<file path="config.mk">
export PLATFORM = sky130hd
export DESIGN_NAME = mux_rr_invert_flat
export DESIGN_NICKNAME = d
export VERILOG_FILES = /design/src/rtl/mux_rr_invert_pkg.sv /design/src/rtl/mux_rr_invert_if.sv /design/src/rtl/mux_rr_invert_rr_arbiter.sv /design/src/rtl/mux_rr_invert.sv /design/src/flat_wrapper.sv
export SDC_FILE = /design/constraint.sdc
export NUM_CORES = 1
export LEC_CHECK = 0
export BUFFER_PORTS_ARGS = -buffer_cell sky130_fd_sc_hd__buf_2
export CORE_ASPECT_RATIO = 0.75
export CORE_UTILIZATION = 35
export DETAILED_ROUTE_END_ITERATION = 8
export HOLD_SLACK_MARGIN = 0.1
export PLACE_DENSITY = 0.73
export SYNTH_ARGS = -nofsm -noshare
export SYNTH_HDL_FRONTEND = slang
export SYNTH_SLANG_ARGS = --single-unit
</file>
<file path="constraint.sdc">
create_clock -name clk -period 1.78 [get_ports clk]
set_input_delay 0.356 -clock clk [delete_from_list [all_inputs] [get_ports clk]]
set_output_delay 0.356 -clock clk [all_outputs]
set_load 0.005 [all_outputs]
</file>
<file path="src/rtl/mux_rr_invert_pkg.sv">
// Shared types and helpers for the round-robin inverting mux and its arbiter.
// Channel indices are handled as int in the helpers; callers size-cast the result.
package mux_rr_invert_pkg;

  localparam int DEF_N_CH = 4;
  localparam int DEF_W    = 8;
  localparam int MAX_CH   = 32;

  typedef enum logic {
    EMPTY = 1'b0,
    FULL  = 1'b1
  } out_state_e;

  // Wrapped increment; correct for any channel count, not only powers of two.
  function automatic int wrap_inc(input int idx, input int n);
    return (idx + 1 >= n) ? 0 : idx + 1;
  endfunction

  function automatic int onehot_to_idx(input logic [MAX_CH-1:0] oh);
    int idx;
    idx = 0;
    for (int i = 0; i < MAX_CH; i++) begin
      if (oh[i]) idx = idx | i;
    end
    return idx;
  endfunction

endpackage

</file>
<file path="src/rtl/mux_rr_invert_if.sv">
// Producer/consumer handshake bundle for mux_rr_invert; slave is the mux side.
// in_last only exists when MUX_RR_INVERT_LOCK_EN is defined.
interface mux_rr_invert_if import mux_rr_invert_pkg::*; #(
  parameter int N_CH = DEF_N_CH,
  parameter int W    = DEF_W
) ();
  localparam int CH_W = $clog2(N_CH);

  logic [N_CH-1:0]   in_valid;
  logic [N_CH-1:0]   in_ready;
  logic [N_CH*W-1:0] in_data;
  logic [N_CH-1:0]   inv_mask;
`ifdef MUX_RR_INVERT_LOCK_EN
  logic [N_CH-1:0]   in_last;
`endif
  logic              out_valid;
  logic              out_ready;
  logic [W-1:0]      out_data;
  logic [CH_W-1:0]   out_ch;

`ifdef MUX_RR_INVERT_LOCK_EN
  modport slave (
    input  in_valid, in_data, inv_mask, in_last, out_ready,
    output in_ready, out_valid, out_data, out_ch
  );
  modport master (
    output in_valid, in_data, inv_mask, in_last, out_ready,
    input  in_ready, out_valid, out_data, out_ch
  );
`else
  modport slave (
    input  in_valid, in_data, inv_mask, out_ready,
    output in_ready, out_valid, out_data, out_ch
  );
  modport master (
    output in_valid, in_data, inv_mask, out_ready,
    input  in_ready, out_valid, out_data, out_ch
  );
`endif

endinterface

</file>
<file path="src/rtl/mux_rr_invert_rr_arbiter.sv">
// Combinational round-robin arbiter: one-hot grant to the first requester at or after ptr.
// Zero latency, no state; the caller owns the pointer.
module rr_arbiter import mux_rr_invert_pkg::*; #(
  parameter int N_CH = DEF_N_CH,
  localparam int PW  = $clog2(N_CH)
) (
  input  logic [N_CH-1:0] req,
  input  logic [PW-1:0]   ptr,
  output logic [N_CH-1:0] grant
);

  logic [N_CH-1:0] grant_hi;
  logic [N_CH-1:0] grant_lo;
  logic            found_hi;
  logic            found_lo;

  // Lowest requester at or above ptr wins; otherwise the search wraps to the lowest overall.
  always_comb begin
    grant_hi = '0;
    grant_lo = '0;
    found_hi = 1'b0;
    found_lo = 1'b0;
    for (int i = 0; i < N_CH; i++) begin
      if (req[i] && (i >= int'(ptr)) && !found_hi) begin
        grant_hi[i] = 1'b1;
        found_hi    = 1'b1;
      end
      if (req[i] && !found_lo) begin
        grant_lo[i] = 1'b1;
        found_lo    = 1'b1;
      end
    end
    grant = found_hi ? grant_hi : grant_lo;
  end

endmodule

</file>
<file path="src/rtl/mux_rr_invert.sv">
// N-channel round-robin mux with per-channel inversion and a 1-cycle registered output;
// in_ready drops while the output word is stalled. MUX_RR_INVERT_LOCK_EN adds in_last packet locking.
module mux_rr_invert import mux_rr_invert_pkg::*; #(
  parameter int N_CH = DEF_N_CH,
  parameter int W    = DEF_W
) (
  input logic            clk,
  input logic            rst,
  mux_rr_invert_if.slave bus
);
  localparam int CH_W = $clog2(N_CH);

  out_state_e      state_q, state_d;
  logic [W-1:0]    out_data_q, out_data_d;
  logic [CH_W-1:0] out_ch_q, out_ch_d;
  logic [CH_W-1:0] ptr_q, ptr_d;
  logic [N_CH-1:0] req;
  logic [N_CH-1:0] grant;
  logic [N_CH-1:0] in_ready;
  logic [CH_W-1:0] g_idx;
  logic [W-1:0]    sel_dat;
  logic            sel_inv;
  logic            load_en;
  logic            xfer;
`ifdef MUX_RR_INVERT_LOCK_EN
  logic            lock_q, lock_d;
  logic [CH_W-1:0] lock_ch_q, lock_ch_d;
  logic            sel_last;
`endif

  always_comb begin
    req = bus.in_valid;
`ifdef MUX_RR_INVERT_LOCK_EN
    // A locked channel excludes everyone else, even while it is idle.
    if (lock_q) begin
      for (int i = 0; i < N_CH; i++) begin
        req[i] = bus.in_valid[i] && (i == int'(lock_ch_q));
      end
    end
`endif
  end

  rr_arbiter #(.N_CH(N_CH)) u_arb (
    .req   (req),
    .ptr   (ptr_q),
    .grant (grant)
  );

  assign load_en      = (state_q == EMPTY) || bus.out_ready;
  assign in_ready     = grant & {N_CH{load_en && rst}};
  assign xfer         = |in_ready;
  assign g_idx        = CH_W'(onehot_to_idx(MAX_CH'(grant)));
  assign bus.in_ready = in_ready;

  always_comb begin
    sel_dat = '0;
    sel_inv = 1'b0;
`ifdef MUX_RR_INVERT_LOCK_EN
    sel_last = 1'b0;
`endif
    for (int i = 0; i < N_CH; i++) begin
      if (grant[i]) begin
        sel_dat = bus.in_data[i*W +: W];
        sel_inv = bus.inv_mask[i];
`ifdef MUX_RR_INVERT_LOCK_EN
        sel_last = bus.in_last[i];
`endif
      end
    end
  end

  always_comb begin
    state_d    = state_q;
    out_data_d = out_data_q;
    out_ch_d   = out_ch_q;
    ptr_d      = ptr_q;
`ifdef MUX_RR_INVERT_LOCK_EN
    lock_d     = lock_q;
    lock_ch_d  = lock_ch_q;
`endif
    if (load_en) begin
      if (xfer) begin
        state_d    = FULL;
        // Inversion is a data-path mux between true and complemented words.
        out_data_d = sel_inv ? ~sel_dat : sel_dat;
        out_ch_d   = g_idx;
`ifdef MUX_RR_INVERT_LOCK_EN
        if (sel_last) begin
          lock_d = 1'b0;
          ptr_d  = CH_W'(wrap_inc(int'(g_idx), N_CH));
        end else begin
          lock_d    = 1'b1;
          lock_ch_d = g_idx;
        end
`else
        ptr_d      = CH_W'(wrap_inc(int'(g_idx), N_CH));
`endif
      end else begin
        state_d = EMPTY;
      end
    end
  end

  always_ff @(posedge clk or negedge rst) begin
    if (!rst) begin
      state_q    <= EMPTY;
      out_data_q <= '0;
      out_ch_q   <= '0;
      ptr_q      <= '0;
`ifdef MUX_RR_INVERT_LOCK_EN
      lock_q     <= 1'b0;
      lock_ch_q  <= '0;
`endif
    end else begin
      state_q    <= state_d;
      out_data_q <= out_data_d;
      out_ch_q   <= out_ch_d;
      ptr_q      <= ptr_d;
`ifdef MUX_RR_INVERT_LOCK_EN
      lock_q     <= lock_d;
      lock_ch_q  <= lock_ch_d;
`endif
    end
  end

  assign bus.out_valid = (state_q == FULL);
  assign bus.out_data  = out_data_q;
  assign bus.out_ch    = out_ch_q;

endmodule

</file>
<file path="src/flat_wrapper.sv">
// flat-port wrapper written by rule: the top's interface ports become plain ports
module mux_rr_invert_flat import mux_rr_invert_pkg::*;
#(
  parameter int N_CH = DEF_N_CH,
  parameter int W    = DEF_W
)
  (clk, rst, bus_in_valid, bus_in_data, bus_inv_mask, bus_out_ready, bus_in_ready, bus_out_valid, bus_out_data, bus_out_ch);
  mux_rr_invert_if #(.N_CH(N_CH), .W(W)) bus_i ();
  input logic clk;
  input logic rst;
  input wire logic [$bits(bus_i.in_valid)-1:0] bus_in_valid;
  input wire logic [$bits(bus_i.in_data)-1:0] bus_in_data;
  input wire logic [$bits(bus_i.inv_mask)-1:0] bus_inv_mask;
  input wire logic [$bits(bus_i.out_ready)-1:0] bus_out_ready;
  output wire logic [$bits(bus_i.in_ready)-1:0] bus_in_ready;
  output wire logic [$bits(bus_i.out_valid)-1:0] bus_out_valid;
  output wire logic [$bits(bus_i.out_data)-1:0] bus_out_data;
  output wire logic [$bits(bus_i.out_ch)-1:0] bus_out_ch;
  assign bus_i.in_valid = bus_in_valid;
  assign bus_i.in_data = bus_in_data;
  assign bus_i.inv_mask = bus_inv_mask;
  assign bus_i.out_ready = bus_out_ready;
  assign bus_in_ready = bus_i.in_ready;
  assign bus_out_valid = bus_i.out_valid;
  assign bus_out_data = bus_i.out_data;
  assign bus_out_ch = bus_i.out_ch;
  mux_rr_invert #(.N_CH(N_CH), .W(W)) u_core (.clk(clk), .rst(rst), .bus(bus_i));
endmodule
</file>
# Word-level counts from Yosys, hierarchy flattened
# Cells that the tools add are included.
# word_totals
ramBits	0
ff_bits	13
output_inout_bits	15
latch_bits	0
elab_cells	59
input_bits	43
romBits	0
n_memories	0
# classes
add_sub_neg	1
mul	0
shift	0
muxes	28
div	0
reduce_logical	19
bitwise_logic	3
n_lt_le_gt_ge	4
n_eq_ne	0
# ops
cell	count
$mux W8	5
$mux W1	19
$logic_and A1 B1 Y1	10
$not A8 Y8	1
$logic_not A1 Y1	6
$mux W2	3
$and A4 B4 Y4	1
$ge A1 B2 Y1 const A	2
$mux W4	1
$reduce_or A4 Y1	1
$add A2 B1 Y3 const B	1
$ge A3 B3 Y1 const B	1
$ge A2 B2 Y1 const A	1
$reduce_and A2 Y1	1
$logic_or A1 B1 Y1	1
$not A1 Y1	1

# Longest topological paths before layout
# Gate-level depths: netlist (run 1).
# depth
word_depth	19
ltp_mapped	9

# By module
# A second synthesis (run 1) with hierarchy kept.
# unflattened
cells_unflattened	111
hier_area_um2	933.4
# modules_own_cells
module	area_per_inst_um2	cells_each	seq_area_each_um2	instances
mux_rr_invert	829.5	94	325.3	1
rr_arbiter	103.8	17	0.0	1

# Worst setup path after synthesis (run 1)
# Ideal clock, no wire load.
# synth_timing
path_type	reg2reg
start	register u_core.ptr_q[1]
end	register u_core.ptr_q[0]
synth_period_minus_slack_ps	1788
n_path_buf	2
arrival_ps	1663
path_stages_with_launch	8
path_slack_ps	-8
cell_sequence	dfrtp_1 > buf_2 > a21oi_1 > o211a_1 > buf_2 > a21oi_1 > a31oi_2 > mux2_2
# synth_between
elab_chain_len	19
# synth_rtl
element	line_no	text
start, declared	mux_rr_invert.sv:16	logic [CH_W-1:0] ptr_q, ptr_d;
start signal, assigned	mux_rr_invert.sv:118	ptr_q <= ptr_d;
$ge A1 B2 Y1	mux_rr_invert_rr_arbiter.sv:24	if (req[i] && (i >= int'(ptr)) && !found_hi) begin
$logic_and A1 B1 Y1	mux_rr_invert_rr_arbiter.sv:24	
$mux W1	mux_rr_invert_rr_arbiter.sv:24	
$logic_not A1 Y1	mux_rr_invert_rr_arbiter.sv:24	
$logic_and A1 B1 Y1	mux_rr_invert_rr_arbiter.sv:24	
$mux W1	mux_rr_invert_rr_arbiter.sv:24	
$logic_not A1 Y1	mux_rr_invert_rr_arbiter.sv:24	
$logic_and A1 B1 Y1	mux_rr_invert_rr_arbiter.sv:24	
(+2 left out)	--	
$logic_and A1 B1 Y1	mux_rr_invert_rr_arbiter.sv:24	
$mux W1	mux_rr_invert_rr_arbiter.sv:24	
$mux W4 (*)	mux_rr_invert_rr_arbiter.sv:33	grant = found_hi ? grant_hi : grant_lo;
$mux W1	mux_rr_invert_pkg.sv:23	if (oh[i]) idx = idx | i;
$mux W2 (2 in a row)	mux_rr_invert_pkg.sv:23	
$add A2 B1 Y3	mux_rr_invert_pkg.sv:16	return (idx + 1 >= n) ? 0 : idx + 1;
$ge A3 B3 Y1	mux_rr_invert_pkg.sv:16	
$mux W2	mux_rr_invert_pkg.sv:16	
# Mark *: on every way between the ends. The rest lies on a longest branch, timed or not.
# A chain may end at the register's enable or synchronous reset.

# Worst setup path after layout (run 1)
# layout_timing
start	register u_core.ptr_q[1]
end	output bus_in_ready[2]
# layout_between
elab_chain_len	14
# layout_rtl
element	line_no	text
$ge A1 B2 Y1	mux_rr_invert_rr_arbiter.sv:24	
$logic_and A1 B1 Y1	mux_rr_invert_rr_arbiter.sv:24	
$mux W1	mux_rr_invert_rr_arbiter.sv:24	
$logic_not A1 Y1	mux_rr_invert_rr_arbiter.sv:24	
$logic_and A1 B1 Y1	mux_rr_invert_rr_arbiter.sv:24	
$mux W1	mux_rr_invert_rr_arbiter.sv:24	
$logic_not A1 Y1	mux_rr_invert_rr_arbiter.sv:24	
$logic_and A1 B1 Y1	mux_rr_invert_rr_arbiter.sv:24	
$mux W1	mux_rr_invert_rr_arbiter.sv:24	
$logic_not A1 Y1	mux_rr_invert_rr_arbiter.sv:24	
$logic_and A1 B1 Y1	mux_rr_invert_rr_arbiter.sv:24	
$mux W1	mux_rr_invert_rr_arbiter.sv:24	
$mux W4 (*)	mux_rr_invert_rr_arbiter.sv:33	
$and A4 B4 Y4 (*)	mux_rr_invert.sv:50	assign in_ready = grant & {N_CH{load_en && rst}};
end, declared	flat_wrapper.sv:15	output wire logic [$bits(bus_i.in_ready)-1:0] bus_in_ready;
# Marked as above.

==> out/qor.yml, run 1 <==
reg2reg_slack_ps: -120
drtIter0Drc: 42
postLayoutCellArea_um2: 1804
via_per_inst: 5.700
drc: 0
dieHeight_um: 49.57
synthFlopType: "dfrtp_1"
final_nets: 245
r2r-end: "u_core.bus.out_data[1]$_DFFE_PN0P_"
portBuffers: 57
grt_max_degree: 19
skew_ps: 8.428
cp_max_fo: 8
p_leak_nw: 0.8303
setup_ws_ps: -157.8
cts_tree: "built"
track_usage_pct: 23.52
critPathCaptureType: "output pin"
rows: 16
async_reset_ff_share_pct: 100.0
crit_path_start_kind: "flop"
run_status: "finished with violations"
drtPass1Iterations: 4
hold_path_depth: 2
finalPower_mw: 2.656
cts_made_buffers: 3
initial_core_util_pct: 38.50
gp_congestion: 0.8545
clkTransAtPathRegs_ps: 50
antenna_cells: 0
timing.rr.start: "u_core.ptr_q[1]$_DFFE_PN0P_"
wl_per_cell_um: 16.69
die_width_um: 65.43
synth.cell_area_um2: 1056
peakVddDrop_mv: 0.7012
relSlewSlack_pct: 80.10
overflow: 0
postRouteAntennaNets: 0
htree_levels: 1
synth_cell_types: 32
core_area_um2: 2743
synth_cells: 119
antenna_found_initial: 0
grt_pass1_vias: 1273
seq_area_um2: 327.8
clockBufferDepth: 2
rsz0062_at_grt: "true"
clk-insertion-delay-late_ps: 240
cts_sinks: 13
synth_fp_nets: 162
final-hold-violation-count: 0
power-per-cell-area_nw_per_um2: 1472
die-area_um2: 3243
holdCritStartpoint: "bus_out_ready"
period_needed_ps: 1938
dpl_cell_area_um2: 1568
min_path_type: "in -> reg"
finalSetupViolCount: 15
final_layout_size_suffix_gt1_share_pct: 58.71
violations: "negative setup slack"
synth_edf_count: 0
multiInputGateArea_um2: 762.0
worst_hold_path.endpoint: "u_core.bus.out_valid$_DFFE_PN0N_"
crit_type: "reg -> out"
grt_pass1_wl_um: 5858
cts_root_buf: "clkbuf_8"
maxCapViolCount: 0
seq_area_frac_synth_pct: 30.81
synth_warnings: 0
rr_worst_depth: 7
cp_data_arrival_time_ps: 1580
fin_crit_sh_pct: 108.9
wl_um: 3956
fmax_mhz: 516.1
avgSynthCellArea_um2: 8.874
slew_viol_final: 0
tightest_slew_ps: 298.5
ys_ff_latch: 13
n_fill_cell: 244
area_delta_synth_final_pct: 70.85
required_ps: 1420
io_pins: 58
vias: 1351
dp_hpwl_um: 2699
## critical path, cell delays in order, from the launching register on
cell	delay [ps]
dfrtp_2	500
o311ai_4	360
nand2_2	110
buf_4	160
nor2_4	100
buf_2	110
## how the worst max path moves through the flow
stage,from,endpoint,cells past startpoint
global placement,bus_in_valid[1],u_core.bus.out_data[2]$_DFFE_PN0P_,8
detailed placement,bus_in_valid[1],u_core.bus.out_data[7]$_DFFE_PN0P_,8
global route,u_core.ptr_q[1]$_DFFE_PN0P_,bus_in_ready[2],5
floorplan,u_core.ptr_q[1]$_DFFE_PN0P_,u_core.bus.out_data[0]$_DFFE_PN0P_,9
finish,u_core.ptr_q[1]$_DFFE_PN0P_,bus_in_ready[2],5
CTS,u_core.ptr_q[0]$_DFFE_PN0P_,bus_in_ready[0],6
## metrics by stage
stage	TNS, ps	utilization [%]	hold WS, ps	setup slack [ps]	instances
floorplan	0	-	60.41	5.360	119
global placement	-1773	57.16	303.2	-154.3	225
detailed placement	-2457	57.16	319.9	-221.7	225
CTS	-974.6	62.04	309.1	-109.3	234
global route	-2757	65.78	324.9	-229.6	237
finish	-1419	65.78	316.3	-157.8	237
## cells by family after synthesis
| family | after synthesis | synth area share, % |
|---|---|---|
| buffers and inverters | 13 | 6.516 |
| and+or+nand+nor | 35 | 15.40 |
| AOI/OAI and AO/OA | 49 | 38.62 |
| muxes | 9 | 8.650 |
| DFF | 13 | 30.81 |
## repair_timing
| item | CTS | global route |
|---|---|---|
| hold buffers | 1 | 0 |
| setup buffers | 4 | 3 |
| pin swaps | 5 | 14 |
| endpoints found under the hold margin | 13 | 0 |
| resized for setup | 13 | 19 |
| setup endpoints to repair | 16 | 17 |
## placed cells by master, fill, tap and decap left out, drive strengths merged
cell type    count
and3             1
o21ai            3
a31oi           10
mux2i            8
a211o            8
a22oi            1
dlygate4sd3      1
nor2            14
a32o             8
or3              2
o211a            1
a21boi           1
a2bb2oi          1
buf             88
mux2             1
o221ai           1
nand2           11
clkbuf           4
o311ai           1
nand3            1
o211ai           9
a21oi            3
nand2b           2
inv              2
and2             1
dfrtp           13
o21bai           2
nor2b            3
## sequential cells by signal, indices dropped and copies added (netlist names)
name                  flops
u_core.bus.out_ch         2
u_core.bus.out_valid      1
u_core.ptr_q              2
u_core.bus.out_data       8
## area by class of cell
| class | count | share of cell area [%] |
|---|---|---|
| Clock buffer | 4 | 2.497 |
| Sequential cell | 13 | 18.17 |
| Multi-Input combinational cell | 93 | 42.23 |
| Inverter | 2 | 0.4161 |
| Timing Repair Buffer | 89 | 34.19 |
| Tap cell | 36 | 2.497 |
## Yosys cell counts, types with 2 or more instances
cell      number  area, µm²
a211o_1        8      70.07
a21oi_1        3      15.01
a31oi_1        9      56.30
a32o_1         8      80.08
buf_2          7      35.03
dfrtp_1       13      325.3
inv_1          2      7.510
mux2i_1        8      80.08
nand2_1       10      37.54
nand2b_1       2      12.51
nor2_1        14      52.55
nor2b_1        3      18.77
o211ai_1       9      67.56
o21ai_0        3      15.01
o21bai_1       2      15.01
or3_1          2      12.51
## power breakdown
part	leakage (nW)	total [mW]	internal, mW	switching [mW]
Sequential	0.146	0.603	0.452	0.151
Combinational	0.662	1.79	0.974	0.821
Clock	0.0228	0.258	0.158	0.101
## metal layers
layer | share of wire, % | GRT usage [%] | vias to the layer above | wire [µm]
met5 | 0 | 0 | - | 0
met4 | 2.4 | 4.710 | 0 | 93
met3 | 4.7 | 4.398 | 8 | 185
met2 | 50 | 41.41 | 64 | 1969
met1 | 43 | 29.73 | 653 | 1709
li1 | - | - | 626 | -
(Power assumes the default switching activity.)
==> run 2: changes to the inputs <==
==> constraint.sdc (replaced) <==
create_clock -name clk -period 1.78 [get_ports clk]
set_input_delay 0.267 -clock clk [delete_from_list [all_inputs] [get_ports clk]]
set_output_delay 0.267 -clock clk [all_outputs]
set_load 0.005 [all_outputs]
==> run 2 against run 1 <==
Compared with the run above:
- the run still ends with negative setup slack left
- clock skew decreased by 5.8 ps
- critical path depth increased by 2
- cell area decreased by 0.62%
- die area unchanged
- combinational power about the same
==> out/qor.yml, run 2 (synthesized netlist as in run 1, its figures left out) <==
run_status: "finished with violations"  # unchanged
violations: "negative setup slack"  # unchanged
crit_type: "reg -> reg"  # was reg -> out
required_ps: 1940  # was 1420 ps
crit_path_start_kind: "flop"  # unchanged
fin_crit_sh_pct: 103.7  # was 108.9%
track_usage_pct: 23.54  # was 23.52%
reg2reg_slack_ps: -70  # was -120 ps
final_common_cell: "buf_2"  # unchanged
drtPass1Iterations: 5  # was 4
clockBufferDepth: 2  # unchanged
cts_sinks: 13  # unchanged
n_fill_cell: 245  # was 244
fmax_mhz: 541.7  # was 516.1 MHz
dieHeight_um: 49.57  # unchanged
grt_max_degree: 19  # unchanged
final-hold-violation-count: 0  # unchanged
min_path_type: "in -> reg"  # unchanged
seq_power_share_pct: 21.4  # was 22.7%
finalSetupViolCount: 12  # was 15
p_leak_nw: 0.8204  # was 0.8303 nW
final_util_pct: 65.37  # was 65.78%
p_comb_share_pct: 68.4  # was 67.6%
clk-insertion-delay-late_ps: 240  # about the same
antenna_cells: 0  # unchanged
drc: 0  # unchanged
skew_ps: 2.650  # was 8.428 ps
intPower_mw: 1.576  # was 1.583 mW
cts_tree: "built"  # unchanged
postLayoutCellArea_um2: 1793  # was 1804 µm²
area_delta_synth_final_pct: 69.79  # was 70.85%
rsz0062_at_grt: "true"  # unchanged
final_layout_size_suffix_gt1_share_pct: 58.59  # was 58.71%
core_area_um2: 2743  # unchanged
tightest_slew_ps: 331.9  # was 298.5 ps
worst_hold_path.endpoint: "u_core.bus.out_valid$_DFFE_PN0N_"  # unchanged
finalNonFillerCells: 234  # was 237
htree_levels: 1  # unchanged
die_width_um: 65.43  # unchanged
final_nets: 242  # was 245
clkTransAtPathRegs_ps: 60  # was 50 ps
finalPower_mw: 2.605  # was 2.656 mW
largest_register_ffs: 8  # unchanged
cp_data_arrival_time_ps: 2010  # was 1580 ps
wl_um: 3543  # was 3956 µm
timing.rr.start: "u_core.ptr_q[1]$_DFFE_PN0P_"  # unchanged
grt_pass1_wl_um: 5796  # was 5858 µm
slew_viol_final: 0  # unchanged
postRouteAntennaNets: 0  # unchanged
wl_per_cell_um: 15.14  # was 16.69 µm
initial_core_util_pct: 38.50  # unchanged
holdCritStartpoint: "bus_out_ready"  # unchanged
place_ws_ps: -142.7  # was -221.7 ps
via_per_inst: 5.303  # was 5.700
antenna_found_initial: 0  # unchanged
p_sw_mw: 1.029  # was 1.073 mW
cts_root_buf: "clkbuf_8"  # unchanged
grt_pass1_vias: 1277  # was 1,273
overflow: 0  # unchanged
die-area_um2: 3243  # unchanged
io_pins: 58  # unchanged
sw_frac_of_total_pct: 39.51  # was 40.41%
power.share.clock_pct: 10.2  # was 9.7%
power-per-cell-area_nw_per_um2: 1453  # was 1472 nW/µm²
relSlewSlack_pct: 77.64  # was 80.10%
critPathCaptureType: "flop"  # was output pin
setup_ws_ps: -65.96  # was -157.8 ps
cts_made_buffers: 3  # unchanged
dpl_cell_area_um2: 1548  # was 1568 µm²
drtIter0Drc: 38  # was 42
portBuffers: 57  # unchanged
period_needed_ps: 1846  # was 1938 ps
rr_worst_depth: 7  # unchanged
hold_path_depth: 2  # unchanged
place_inst: 224  # was 225
cp_max_fo: 8  # unchanged
vias: 1241  # was 1,351
peakVddDrop_mv: 0.6235  # was 0.7012 mV
rows: 16  # unchanged
gp_congestion: 0.8544  # was 0.8545
maxCapViolCount: 0  # unchanged
r2r-end: "u_core.bus.out_data[6]$_DFFE_PN0P_"  # was u_core.bus.out_data[1]$_DFFE_PN0P_
final_cell_mix: "buf_2 (57), buf_4 (18), nor2_1 (13)"  # was buf_2 (57), buf_4 (20), nor2_1 (12)
-- run 2: worst max path at each step --
stage	start	to	slack, ps	cells after the start
after floorplan	u_core.ptr_q[1]$_DFFE_PN0P_	u_core.bus.out_data[0]$_DFFE_PN0P_	5	9
after global placement	u_core.ptr_q[1]$_DFFE_PN0P_	u_core.bus.out_data[2]$_DFFE_PN0P_	-70	7
after detailed placement	u_core.ptr_q[1]$_DFFE_PN0P_	u_core.bus.out_data[3]$_DFFE_PN0P_	-140	7
after CTS	u_core.ptr_q[0]$_DFFE_PN0P_	u_core.bus.out_data[6]$_DFFE_PN0P_	-80	7
after global routing	u_core.ptr_q[1]$_DFFE_PN0P_	bus_in_ready[3]	-150	7
final	u_core.ptr_q[1]$_DFFE_PN0P_	u_core.bus.out_data[6]$_DFFE_PN0P_	-70	7
-- run 2: worst max-delay path: stages (launching register included) --
cell and delay, ps:
dfrtp_2 410, buf_6 140, o311ai_4 320, nand2_4 140, buf_12 170, mux2i_2 160, a211o_1 260, a31oi_1 160
-- run 2: repair_timing --
item | CTS | global route
endpoints found under the hold margin | 13 | 0
hold buffers | 1 | 0
resized for setup | 29 | 7
endpoints found under the setup margin | 15 | 16
pin swaps | 18 | 8
buffers inserted | 4 | 3
-- run 2: layout make-up --
type	count	area [µm²]	share of cell area, %
Inverter	2	7.507	0.4187
Tap cell	36	45.04	2.512
Sequential cell	13	327.8	18.28
Multi-Input combinational cell	93	789.5	44.03
Clock buffer	4	45.04	2.512
Timing Repair Buffer	86	578.1	32.24
-- run 2: power by group through the flow --
stage | combinational [mW] | sequential, mW | clock (mW)
after floorplan | 0.861 | 0.527 | 0
after global placement | 1.37 | 0.564 | 0
after detailed placement | 1.44 | 0.566 | 0
after CTS | 1.71 | 0.553 | 0.273
after global routing | 1.92 | 0.577 | 0.285
final | 1.78 | 0.557 | 0.265
-- run 2: routing by layer --
metal | part of all wire [%] | vias up | GRT usage, %
met1 | 42 | 571 | 27.78
met5 | 0 | - | 0
met3 | 6.2 | 0 | 6.019
met4 | 0 | 0 | 3.261
met2 | 51 | 52 | 43.30
li1 | - | 618 | -
-- run 2: per-stage QoR --
step / hold slack, ps / setup TNS (ps)
after global placement: 217.1 / -423.3
after global routing: 229.6 / -1522
after floorplan: -28.59 / 0
final: 227.9 / -455.4
after detailed placement: 226.3 / -1137
after CTS: 204.3 / -536.1
==> run 3: changes to the inputs <==
--- a/config.mk
+++ b/config.mk
@@ -10,7 +10,7 @@
 export CORE_UTILIZATION = 35
 export DETAILED_ROUTE_END_ITERATION = 8
 export HOLD_SLACK_MARGIN = 0.1
-export PLACE_DENSITY = 0.73
+export PLACE_DENSITY = 0.67
 export SYNTH_ARGS = -nofsm -noshare
 export SYNTH_HDL_FRONTEND = slang
 export SYNTH_SLANG_ARGS = --single-unit
==> run 3 against run 2 <==
Compared with the run above:
- the flow still finishes with violations (negative setup slack)
- non-clock buffer count up 3
- combinational power rose by 9%
- hold slack got worse by 4.5 ps
- critical path type unchanged
- critical endpoint unchanged
- largest cell class unchanged
==> out/qor.yml, run 3 (synthesized netlist as in run 1, its figures left out) <==
peakVddDrop_mv: 0.6778  # was 0.6235 mV
postLayoutCellArea_um2: 1873  # was 1793 µm²
clk-insertion-delay-late_ps: 250  # was 240 ps
maxCapViolCount: 0  # unchanged
cts_sinks: 13  # unchanged
fin_crit_sh_pct: 108.3  # was 103.7%
sw_frac_of_total_pct: 40.58  # was 39.51%
area_delta_synth_final_pct: 77.37  # was 69.79%
cts_made_buffers: 3  # unchanged
initial_core_util_pct: 38.50  # unchanged
via_per_inst: 5.591  # was 5.303
dieHeight_um: 49.57  # unchanged
postRouteAntennaNets: 0  # unchanged
p_comb_share_pct: 69.4  # was 68.4%
finalSetupViolCount: 14  # was 12
violations: "negative setup slack"  # unchanged
run_status: "finished with violations"  # unchanged
hold_path_depth: 2  # unchanged
drtPass1Iterations: 6  # was 5
final_layout_size_suffix_gt1_share_pct: 60.20  # was 58.59%
setup_ws_ps: -148.3  # was -65.96 ps
cts_root_buf: "clkbuf_8"  # unchanged
grt_pass1_wl_um: 5892  # was 5796 µm
intPower_mw: 1.660  # was 1.576 mW
final_util_pct: 68.29  # was 65.37%
finalPower_mw: 2.793  # was 2.605 mW
critPathCaptureType: "flop"  # unchanged
die_width_um: 65.43  # unchanged
overflow: 0  # unchanged
slew_viol_final: 0  # unchanged
die-area_um2: 3243  # unchanged
final_cell_mix: "buf_2 (58), buf_4 (15), buf_6 (11), dfrtp_1 (11), nor2_1 (10)"  # was buf_2 (57), buf_4 (18), nor2_1 (13)
rows: 16  # unchanged
clockBufferDepth: 2  # unchanged
rsz0062_at_grt: "true"  # unchanged
seq_power_share_pct: 20.6  # was 21.4%
final_nets: 245  # was 242
min_path_type: "in -> reg"  # unchanged
dpl_cell_area_um2: 1533  # was 1548 µm²
htree_levels: 1  # unchanged
period_needed_ps: 1928  # was 1846 ps
grt_pass1_vias: 1253  # was 1,277
fmax_mhz: 518.6  # was 541.7 MHz
power.share.clock_pct: 9.9  # was 10.2%
required_ps: 1950  # was 1940 ps
rr_worst_depth: 8  # was 7
drc: 0  # unchanged
wl_per_cell_um: 16.96  # was 15.14 µm
clkTransAtPathRegs_ps: 60  # about the same
hold_slack_ps: 223.4  # was 227.9 ps
skew_ps: 1.413  # was 2.650 ps
antenna_found_initial: 0  # unchanged
core_area_um2: 2743  # unchanged
p_leak_nw: 0.8753  # was 0.8204 nW
wl_um: 4020  # was 3543 µm
power-per-cell-area_nw_per_um2: 1491  # was 1453 nW/µm²
relSlewSlack_pct: 78.09  # was 77.64%
portBuffers: 57  # unchanged
cp_max_fo: 16  # was 8
grt_max_degree: 23  # was 19
cts_tree: "built"  # unchanged
crit_path_start_kind: "flop"  # unchanged
vias: 1325  # was 1,241
crit_type: "reg -> reg"  # unchanged
largest_register_ffs: 8  # unchanged
cp_data_arrival_time_ps: 2090  # was 2010 ps
final_common_cell: "buf_2"  # unchanged
gp_congestion: 0.7934  # was 0.8544
drtIter0Drc: 69  # was 38
track_usage_pct: 24.11  # was 23.54%
p_sw_mw: 1.133  # was 1.029 mW
tightest_slew_ps: 325.2  # was 331.9 ps
dp_hpwl_um: 2664
final-hold-violation-count: 0  # unchanged
io_pins: 58  # unchanged
antenna_cells: 0  # unchanged
[run 3: cell type report]
type                    count  area [µm²]
fillers                   231       869.6
multi-input cells          93       830.8
repair buffers             89       616.8
flip-flops and latches     13       327.8
clock buffers               4       45.04
well taps                  36       45.04
inverters                   2       7.507
[run 3: path summary, 6_finish.rpt]
check / startpoint / endpoint / slack, ps
max in group asynchronous: rst / u_core.ptr_q[0]$_DFFE_PN0P_ / 1070
min: bus_out_ready / u_core.bus.out_valid$_DFFE_PN0N_ / 220
max: u_core.ptr_q[0]$_DFFE_PN0P_ / u_core.bus.out_data[6]$_DFFE_PN0P_ / -150
max reg2reg: u_core.ptr_q[0]$_DFFE_PN0P_ / u_core.bus.out_data[6]$_DFFE_PN0P_ / -150
min in group asynchronous: rst / u_core.bus.out_ch[1]$_DFFE_PN0P_ / 520
min reg2reg: u_core.bus.out_ch[1]$_DFFE_PN0P_ / u_core.bus.out_ch[1]$_DFFE_PN0P_ / 540
[run 3: what timing repair did]
item / in CTS / in global routing
hold endpoints to repair: 13 / 0
resized for setup: 29 / 24
pin swaps: 9 / 14
hold buffers: 1 / 0
endpoints found under the setup margin: 16 / 17
gates cloned: 0 / 3
setup buffers: 6 / 2
[run 3: power groups by stage]
stage               combinational [mW]  clock (mW)  sequential [mW]
floorplan                        0.861           0            0.527
global placement                  1.36           0            0.563
detailed placement                1.41           0            0.572
CTS                               1.69       0.279            0.567
global route                      2.08       0.298            0.599
finish                            1.94       0.277            0.576
[run 3: layer usage]
layer	up-vias	share of wire [%]	track usage (%)
met5	-	0	0
met4	0	1.2	4.348
met3	7	5.2	5.556
met2	54	52	45.02
met1	637	42	27.88
li1	627	-	-
[run 3: metrics by stage]
step / instances / setup TNS, ps / setup slack [ps]
after global placement: 222 / -552.7 / -81.79
after global routing: 237 / -2456 / -231.5
final: 237 / -1346 / -148.3
after CTS: 232 / -829.9 / -132.5
after floorplan: 119 / 0 / 5.360
after detailed placement: 222 / -1479 / -201.0
[run 3: critical path: stages (launching register included)]
cell and delay [ps]:
dfrtp_2 500, nand2b_4 190, o311ai_4 110, buf_4 160
a22oi_2 170, a2bb2oi_2 90, buf_12 150, a211o_1 270
a31oi_1 180
